$ cat config.mk
export PLATFORM = sky130hd
export DESIGN_NAME = serial_program_loader
export DESIGN_NICKNAME = d
export VERILOG_FILES = /design/src/rtl/serial_program_loader.sv
export SDC_FILE = /design/constraint.sdc
export NUM_CORES = 1
export LEC_CHECK = 0
export ABC_AREA = 1
export BUFFER_PORTS_ARGS = -buffer_cell sky130_fd_sc_hd__buf_2
export CAP_MARGIN = 20
export CORE_ASPECT_RATIO = 2
export CORE_UTILIZATION = 50
export CTS_CLUSTER_DIAMETER = 50
export DETAILED_ROUTE_END_ITERATION = 16
export PLACE_DENSITY = 0.76
export SLEW_MARGIN = 30
export SYNTH_ARGS = -nofsm -noshare
export SYNTH_HDL_FRONTEND = slang
export SYNTH_SLANG_ARGS = --single-unit
export TNS_END_PERCENT = 100
$ cat constraint.sdc
create_clock -name CLK -period 4.9 [get_ports CLK]
set_clock_uncertainty 0.2 [all_clocks]
set_input_delay 0.245 -clock CLK [delete_from_list [all_inputs] [get_ports CLK]]
set_output_delay 0.245 -clock CLK [all_outputs]
set_load 0.01 [all_outputs]
$ cat src/rtl/serial_program_loader.sv
`default_nettype none
// ============================================================================
// Module      : serial_program_loader
// Description : Loads a framed program from the UART byte stream into program
//               RAM and restarts the CPU once the checksum verifies.
// Revision    : 1.0 - initial release
// ============================================================================
module serial_program_loader #(
    parameter int unsigned ADDR_WIDTH     = 11,
    parameter logic [7:0]  SYNC_BYTE      = 8'hA5,
    parameter int unsigned TIMEOUT_CYCLES = 16000000
) (
    input  logic                  CLK,
    input  logic                  RST,
    input  logic                  rx_valid,
    input  logic [7:0]            rx_data,
    output logic                  rx_ready,
    output logic                  ram_we,
    output logic [ADDR_WIDTH-1:0] ram_addr,
    output logic [31:0]           ram_wdata,
    output logic                  cpu_hold,
    output logic                  cpu_restart,
    output logic                  load_done,
    output logic                  load_error,
    output logic                  busy
);

    localparam int unsigned        c_TMO_W    = $clog2(TIMEOUT_CYCLES + 1);
    localparam logic [c_TMO_W-1:0] c_TMO_LAST = c_TMO_W'(TIMEOUT_CYCLES - 1);
    localparam logic [16:0]        c_MAX_LEN  = 17'(2 ** ADDR_WIDTH);

    typedef enum logic [3:0] {
        S_IDLE  = 4'd0,
        S_LEN0  = 4'd1,
        S_LEN1  = 4'd2,
        S_DATA  = 4'd3,
        S_WRITE = 4'd4,
        S_CSUM  = 4'd5,
        S_DONE  = 4'd6,
        S_ERROR = 4'd7
    } state_t;

    state_t                r_state;
    logic [15:0]           r_len;
    logic [7:0]            r_csum;
    logic [ADDR_WIDTH:0]   r_word_cnt;
    logic [1:0]            r_idx;
    logic [23:0]           r_word;
    logic [c_TMO_W-1:0]    r_tmo;
    logic                  r_ram_we;
    logic [ADDR_WIDTH-1:0] r_ram_addr;
    logic [31:0]           r_ram_wdata;
    logic                  r_cpu_hold;
    logic                  r_cpu_restart;
    logic                  r_load_done;
    logic                  r_load_error;

    logic                  w_accept;
    logic                  w_count_state;
    logic                  w_timeout;
    logic [15:0]           w_len_full;
    logic [7:0]            w_csum_next;
    logic [ADDR_WIDTH:0]   w_cnt_next;

    assign rx_ready      = (r_state == S_IDLE) || (r_state == S_LEN0) || (r_state == S_LEN1) ||
                           (r_state == S_DATA) || (r_state == S_CSUM);
    assign busy          = (r_state != S_IDLE);
    assign w_accept      = rx_valid && rx_ready;
    assign w_count_state = rx_ready && (r_state != S_IDLE);
    assign w_timeout     = w_count_state && !w_accept && (r_tmo == c_TMO_LAST);
    assign w_len_full    = {rx_data, r_len[7:0]};
    assign w_csum_next   = r_csum + rx_data;
    assign w_cnt_next    = r_word_cnt + 1'b1;

    always_ff @(posedge CLK or posedge RST) begin
        if (RST) begin
            r_state       <= S_IDLE;
            r_len         <= '0;
            r_csum        <= '0;
            r_word_cnt    <= '0;
            r_idx         <= '0;
            r_word        <= '0;
            r_tmo         <= '0;
            r_ram_we      <= 1'b0;
            r_ram_addr    <= '0;
            r_ram_wdata   <= '0;
            r_cpu_hold    <= 1'b0;
            r_cpu_restart <= 1'b0;
            r_load_done   <= 1'b0;
            r_load_error  <= 1'b0;
        end else begin
            r_ram_we      <= 1'b0;
            r_cpu_restart <= 1'b0;
            r_load_done   <= 1'b0;

            if (w_accept || (r_state == S_IDLE)) begin
                r_tmo <= '0;
            end else if (w_count_state) begin
                r_tmo <= r_tmo + 1'b1;
            end

            unique case (r_state)
                S_IDLE: begin
                    if (w_accept && (rx_data == SYNC_BYTE)) begin
                        r_load_error <= 1'b0;
                        r_cpu_hold   <= 1'b1;
                        r_csum       <= '0;
                        r_word_cnt   <= '0;
                        r_state      <= S_LEN0;
                    end
                end
                S_LEN0: begin
                    if (w_accept) begin
                        r_len[7:0] <= rx_data;
                        r_csum     <= w_csum_next;
                        r_state    <= S_LEN1;
                    end
                end
                S_LEN1: begin
                    if (w_accept) begin
                        r_len[15:8] <= rx_data;
                        r_csum      <= w_csum_next;
                        if ({1'b0, w_len_full} > c_MAX_LEN) begin
                            r_load_error <= 1'b1;
                            r_state      <= S_ERROR;
                        end else if (w_len_full == 16'd0) begin
                            r_state <= S_CSUM;
                        end else begin
                            r_idx   <= '0;
                            r_state <= S_DATA;
                        end
                    end
                end
                S_DATA: begin
                    if (w_accept) begin
                        r_csum <= w_csum_next;
                        // Little-endian: bytes shift in from the top so byte 0 lands in [7:0].
                        if (r_idx == 2'd3) begin
                            r_ram_we    <= 1'b1;
                            r_ram_addr  <= r_word_cnt[ADDR_WIDTH-1:0];
                            r_ram_wdata <= {rx_data, r_word};
                            r_state     <= S_WRITE;
                        end else begin
                            r_word <= {rx_data, r_word[23:8]};
                            r_idx  <= r_idx + 2'd1;
                        end
                    end
                end
                S_WRITE: begin
                    r_word_cnt <= w_cnt_next;
                    r_idx      <= '0;
                    r_state    <= (17'(w_cnt_next) == 17'(r_len)) ? S_CSUM : S_DATA;
                end
                S_CSUM: begin
                    if (w_accept) begin
                        if (rx_data == r_csum) begin
                            r_load_done   <= 1'b1;
                            r_cpu_restart <= 1'b1;
                            r_cpu_hold    <= 1'b0;
                            r_state       <= S_DONE;
                        end else begin
                            r_load_error <= 1'b1;
                            r_state      <= S_ERROR;
                        end
                    end
                end
                S_DONE:  r_state <= S_IDLE;
                S_ERROR: r_state <= S_IDLE;
                default: r_state <= S_IDLE;
            endcase

            // Only fires when no byte was taken, so it never races a state advance.
            if (w_timeout) begin
                r_load_error <= 1'b1;
                r_state      <= S_ERROR;
            end
        end
    end

    assign ram_we      = r_ram_we;
    assign ram_addr    = r_ram_addr;
    assign ram_wdata   = r_ram_wdata;
    assign cpu_hold    = r_cpu_hold;
    assign cpu_restart = r_cpu_restart;
    assign load_done   = r_load_done;
    assign load_error  = r_load_error;

endmodule
`default_nettype wire

* Word level (Yosys, flattened, before mapping)
Cells that the tools add are included.
** Storage, ports and cells
- Flip-flop bits (word level) :: 137
- Logic and storage cells :: 120
** Operators by class
- $lt $le $gt $ge :: 1
- Reductions and logical operators :: 31
- Mux-type cells :: 42
- Eq/ne operators :: 27
- Bitwise operators :: 1
- Add/subtract/negate cells :: 4
** Operators by type and width (number)
- 2-to-1 mux 24 bit :: 2
- 2-to-1 mux 4 bit :: 7
- adder 24 x 1 -> 24 bit, second input constant :: 1
- equality test 24 bit, second input constant :: 1
- one-hot mux 12 bit (2 select lines) :: 1
- one-hot mux 4 bit (6 select lines) :: 1
- AND reduction 6 bit :: 3
- equality test 12 x 16 -> 1 bit :: 1
- > comparator 16 x 12 -> 1 bit, second input constant :: 1
- logical NOT 16 bit :: 1
- 2-to-1 mux 1 bit :: 16
- 2-to-1 mux 8 bit :: 2
- one-hot mux 8 bit (2 select lines) :: 1
- inequality test 3 bit, second input constant :: 5
- adder 12 x 1 -> 12 bit, second input constant :: 1
- 2-to-1 mux 12 bit :: 1
- inequality test 2 bit, second input constant :: 6
- 2-to-1 mux 2 bit :: 5
- 2-to-1 mux 3 bit :: 3
- inequality test 3 x 2 -> 1 bit, second input constant :: 3
- AND reduction 3 bit :: 3
- adder 8 bit :: 1
- equality test 4 x 2 -> 1 bit, second input constant :: 2
- equality test 4 x 3 -> 1 bit, second input constant :: 2
- other kinds (20) :: 36

* Longest topological paths before layout
- Depth in word-level cells :: 11
- Depth in mapped cells :: 16
- Gate-level depth less buffers :: 16

* Worst setup path after synthesis
Ideal clock, no wire load.
- Path kind :: reg2reg
- Start :: register r_csum[0]
- End :: register r_csum[6]
- Slack :: 2.906 ns
- Cell stages (with the launch flop) :: 12
- Path buffers :: 0
- Arrival time :: 1.676 ns
- Cell sequence :: dfrtp_1 > ha_1 > inv_1 > fa_1 > nor2_1 > o21ai_0 > a21boi_0 > nor2_1 > o21ai_0 > nand2_1 > nand3_1 > nand2_1
** Between the ends
- Cells in the longest elaborated chain, start to end :: 3
** Ends and longest elaborated chain
- start: declaration :: RTL line 45 : logic [7:0] r_csum;
- start signal: assignment :: RTL line 115 : r_csum <= w_csum_next;
- start signal: assignment :: RTL line 122 : r_csum <= w_csum_next;
- start signal: assignment :: RTL line 136 : r_csum <= w_csum_next;
- adder 8 bit :: RTL line 72 : assign w_csum_next = r_csum + rx_data;
- 2-to-1 mux 8 bit :: RTL line 113, 120, 135
- one-hot mux 8 bit (2 select lines) :: RTL line 102 : unique case (r_state)
No other way between the ends. The select of a mux whose other input is x is not followed.
A chain may end at the register's enable or synchronous reset.

* Final worst setup path
- Start :: register r_state[1]
- End :: register r_ram_wdata[11] (netlist: ram_wdata[11])
** Between the ends
- Cells in the longest elaborated chain, start to end :: 7
- Elaborated cells on any way between the ends :: 11
- Classes of those cells :: 4 x eq/ne; 7 x reduce/logical
** Ends and longest elaborated chain
- start: declaration :: RTL line 43 : state_t r_state;
- start signal: assignment :: RTL line 152 : r_state <= (17'(w_cnt_next) == 17'(r_len)) ? S_CSUM : S_DATA;
- equality test 4 x 1 -> 1 bit or logical NOT 4 bit (tied branches) :: RTL line 65 : assign rx_ready = (r_state == S_IDLE) || (r_state == S_LEN0) || (r_state == S_LEN1) ||
- logical OR 1 bit (3 in a row) :: RTL line 65
- logical OR 1 bit :: RTL line 66 : (r_state == S_DATA) || (r_state == S_CSUM);
- logical AND 1 bit :: RTL line 68 : assign w_accept = rx_valid && rx_ready;
- AND reduction 3 bit (no source line) (*)
- end signal: assignment :: RTL line 141 : r_ram_wdata <= {rx_data, r_word};
- end: declaration :: RTL line 52 : logic [31:0] r_ram_wdata;
Every way passes the cells marked *; elsewhere a longest branch is shown, timed or not.

==> impl_metrics.csv <==
group,metric,value,unit
cts,postCtsResizedCells,0,
yosys,synth_async_sr_flop_share,1.00,
job,max_cap_violations,0,
yosys,synthesis.nets,791,
yosys,synth-edff-count,0,
drt,avgRoutedWirePerCell,15.1,um
sta,finalHoldViolations,0,
floorplanning,core_area,12900,sq um
sta,setup_tns,0,ns
setup_path,critical_path.max_fanout,63,
sta,maxClockFrequency,409,MHz
setup_path,critPathKind,"register to register",
drt,detail_route.wirelength,15100,um
cts,htree_levels,4,
sta,finalMaxSlewViolations,0,
yosys,dominantRegCellSynth,"dfrtp_1",
drt,dr.first_iter.drc_count,280,
sta,final.period_utilization,0.499,
sta,maxSlewHeadroom,0.392,
setup_path,critical_path_arrival,2.55,ns
power_and_ir_drop,cellPowerDensity,534,nW/um^2
finish,layout-area-overhead-vs-synth,15.7,%
finish,fin_nets,854,
finish,ff_latch_area,3400,sq um
finish,postLayoutCoreUtil,0.589,
global_routing,grt_max_degree,107,
finish,fillers,1144,
drt,route.detailed.vias_per_inst,5.38,
cts,tritoncts,"done",
yosys,post_synth_inst_count,769,
place,dp.cells,964,
power_and_ir_drop,power.leakage,3.89,nW
setup_path,start_kind,"register",
floorplanning,rows,59,
finish,layout-drive-gt1-share,0.154,
drt,drt-pass1-iter-count,5,
global_routing,wire_length_of_the_first_global_routing_pass,25500,um
sta,rsz0062_at_grt,"no",
yosys,synth_seq_area_share,0.517,
setup_path,worstPathRequired,5.00,ns
global_routing,globalRouteOverflowTotal,0,
floorplanning,fp.dieArea,13700,sq um
cts,clock_latency,0.43,ns
floorplanning,die_w,83.1,um
global_routing,groute.usage.overall,0.239,
yosys,synth.lib_cells_used.distinct,41,
outcome,run_status,"completed",
yosys,synth.cell_area,6580,sq um
hold_path,path_class_of_the_lowest_slack_min_delay_path,"input port to register",
floorplanning,floorplan.io_pins,61,
sta,finalWorstPathRequiredPeriod,2.45,ns
yosys,ys.warnings.count,0,
cts,cts_root_buffer,"clkbuf_16",
floorplanning,floorplan.initialDensity,0.510,
drt,ant_nets,0,
cts,worst_setup_hold_path_clk_slew,0.07,ns
setup_path,critical_path.endpoint_type,"register",
place,port_buffers,60,
place,hpwlAfterDp,10900,um
global_routing,number_of_antenna_violations_at_the_first_check_in_global_routing,0,
cts,clock_sink_total,136,
floorplanning,die-height,164,um
finish,stdcell_count,997,
cts,cts-buffers-inserted,17,
yosys,synth-seq-cells,136,
yosys,syn_avg_cell_area,8.56,sq um
cts,max-clock-path-buffers,2,
finish,multiInputGateArea,2740,sq um
drt,remaining_drc_errors,0,
finish,n_antenna_cell,0,
yosys,ys_top_cells_by_area,"dfrtp_1 52%, nand2_1 11%, inv_1 4.6%",
yosys,yosys.area.top_type,"dfrtp_1",
power_and_ir_drop,total_power,0.00407,W
power_and_ir_drop,vdd.ir_drop.worst,423,uV
sta,timing_worst_slew_pin_value,0.908,ns
global_routing,first_global_vias,5430,
place,place.gp.congestion,0.958,
sta,finalSetupViolations,0,
drt,vias,5368,
yosys,share_of_yosys_cell_area_claimed_by_the_top_area_cell_type,0.517,
cells in the mapped netlist, types with 8 or more instances:
library cell and count:
a21oi_1 41, dfrtp_1 136, ha_1 10, inv_1 80
inv_2 8, mux2_1 19, nand2_1 193, nand3_1 46
nand4_1 9, nor2_1 72, nor3_1 18, o21ai_0 52
o22ai_1 12
power by group:
| group | switching (W) | internal [W] | total, W |
|---|---|---|---|
| clock network | 0.000561 | 0.000782 | 0.00134 |
| registers | 0.000216 | 0.00138 | 0.00160 |
| logic | 0.000741 | 0.000385 | 0.00113 |
routing by layer:
| metal | global-route usage | vias up | wire length [um] |
|---|---|---|---|
| met3 | 0.0523 | 48 | 471 |
| met1 | 0.247 | 2551 | 5540 |
| met4 | 0.125 | 0 | 643 |
| met5 | 0 | - | 0 |
| li1 | - | 2643 | - |
| met2 | 0.446 | 126 | 8420 |
repair_timing:
item / CTS / global route
hold buffers: 1 / 0
buffers inserted: 0 / 0
hold endpoints to repair: 105 / 0
critical path: stages (launching register included):
cell and delay [ns]:
dfrtp_1 0.47, nor2_4 0.22, nor2_4 0.07, nor2_4 0.16, inv_2 0.12, nor2_8 0.64
mux2_1 0.40
registers in the layout, indices dropped and copies added, names as in the netlist:
signal      flops
ram_wdata      32
r_tmo          24
r_word         24
r_len          16
r_word_cnt     12
ram_addr       11
r_csum          8
r_state         3
r_idx           2
cpu_hold        1
load_done       1
load_error      1
ram_we          1
logic make-up after synthesis:
family / after synthesis / share of synthesized area
mux: 24 / 0.0411
xor+xnor: 4 / 0.00532
flops: 136 / 0.517
simple gates: 370 / 0.250
fa+ha+maj: 11 / 0.0220
buf+inv: 106 / 0.0677
compound gates: 118 / 0.0969
cells in the final DEF, fill, tap and decap left out, drive strengths merged:
cell type / count
nand2: 198
dfrtp: 136
inv: 97
nor2: 81
buf: 61
o21ai: 52
nand3: 46
a21oi: 42
mux2: 24
nor3: 21
clkbuf: 17
o22ai: 12
nand4: 11
ha: 10
nor4: 5
nand3b: 4
xor2: 3
o21a: 3
clkinv: 3
and2: 2
a22oi: 2
or2: 2
a211oi: 2
a31oi: 2
bufinv: 2
o21bai: 1
a21boi: 1
o311ai: 1
xnor2: 1
fa: 1
clkinvlp: 1
dlygate4sd3: 1
path summary, 6_finish.rpt:
path	from	endpoint	slack, ns	cells past startpoint
worst min register to register	ram_wdata[0]	ram_wdata[0]	0.28	1
worst min-delay path	rx_data[6]	ram_wdata[30]	0.04	3
worst max register to register	r_state[1]	ram_wdata[11]	2.45	6
min in group asynchronous	RST	ram_addr[10]	0.31	3
worst max-delay path	r_state[1]	ram_wdata[11]	2.45	6
max in group asynchronous	RST	r_len[14]	3.31	4
layout make-up:
type / count / area share
clock buffers: 17 / 0.0559
clock inverters: 15 / 0.0266
well taps: 152 / 0.0250
multi-input cells: 527 / 0.359
repair buffers: 62 / 0.0417
inverters: 88 / 0.0444
flip-flops and latches: 136 / 0.447
stage by stage:
stage | setup WS (ns) | hold WS, ns | instance area, sq um
after floorplan | 0.816 | 0.213 | 6580
after global placement | 2.46 | 0.264 | 6970
after detailed placement | 2.41 | 0.269 | 6970
after CTS | 2.28 | 0.0189 | 7610
after global routing | 2.27 | 0.0525 | 7610
final | 2.45 | 0.0357 | 7610
Note: power is estimated with default switching activity, not from simulation.
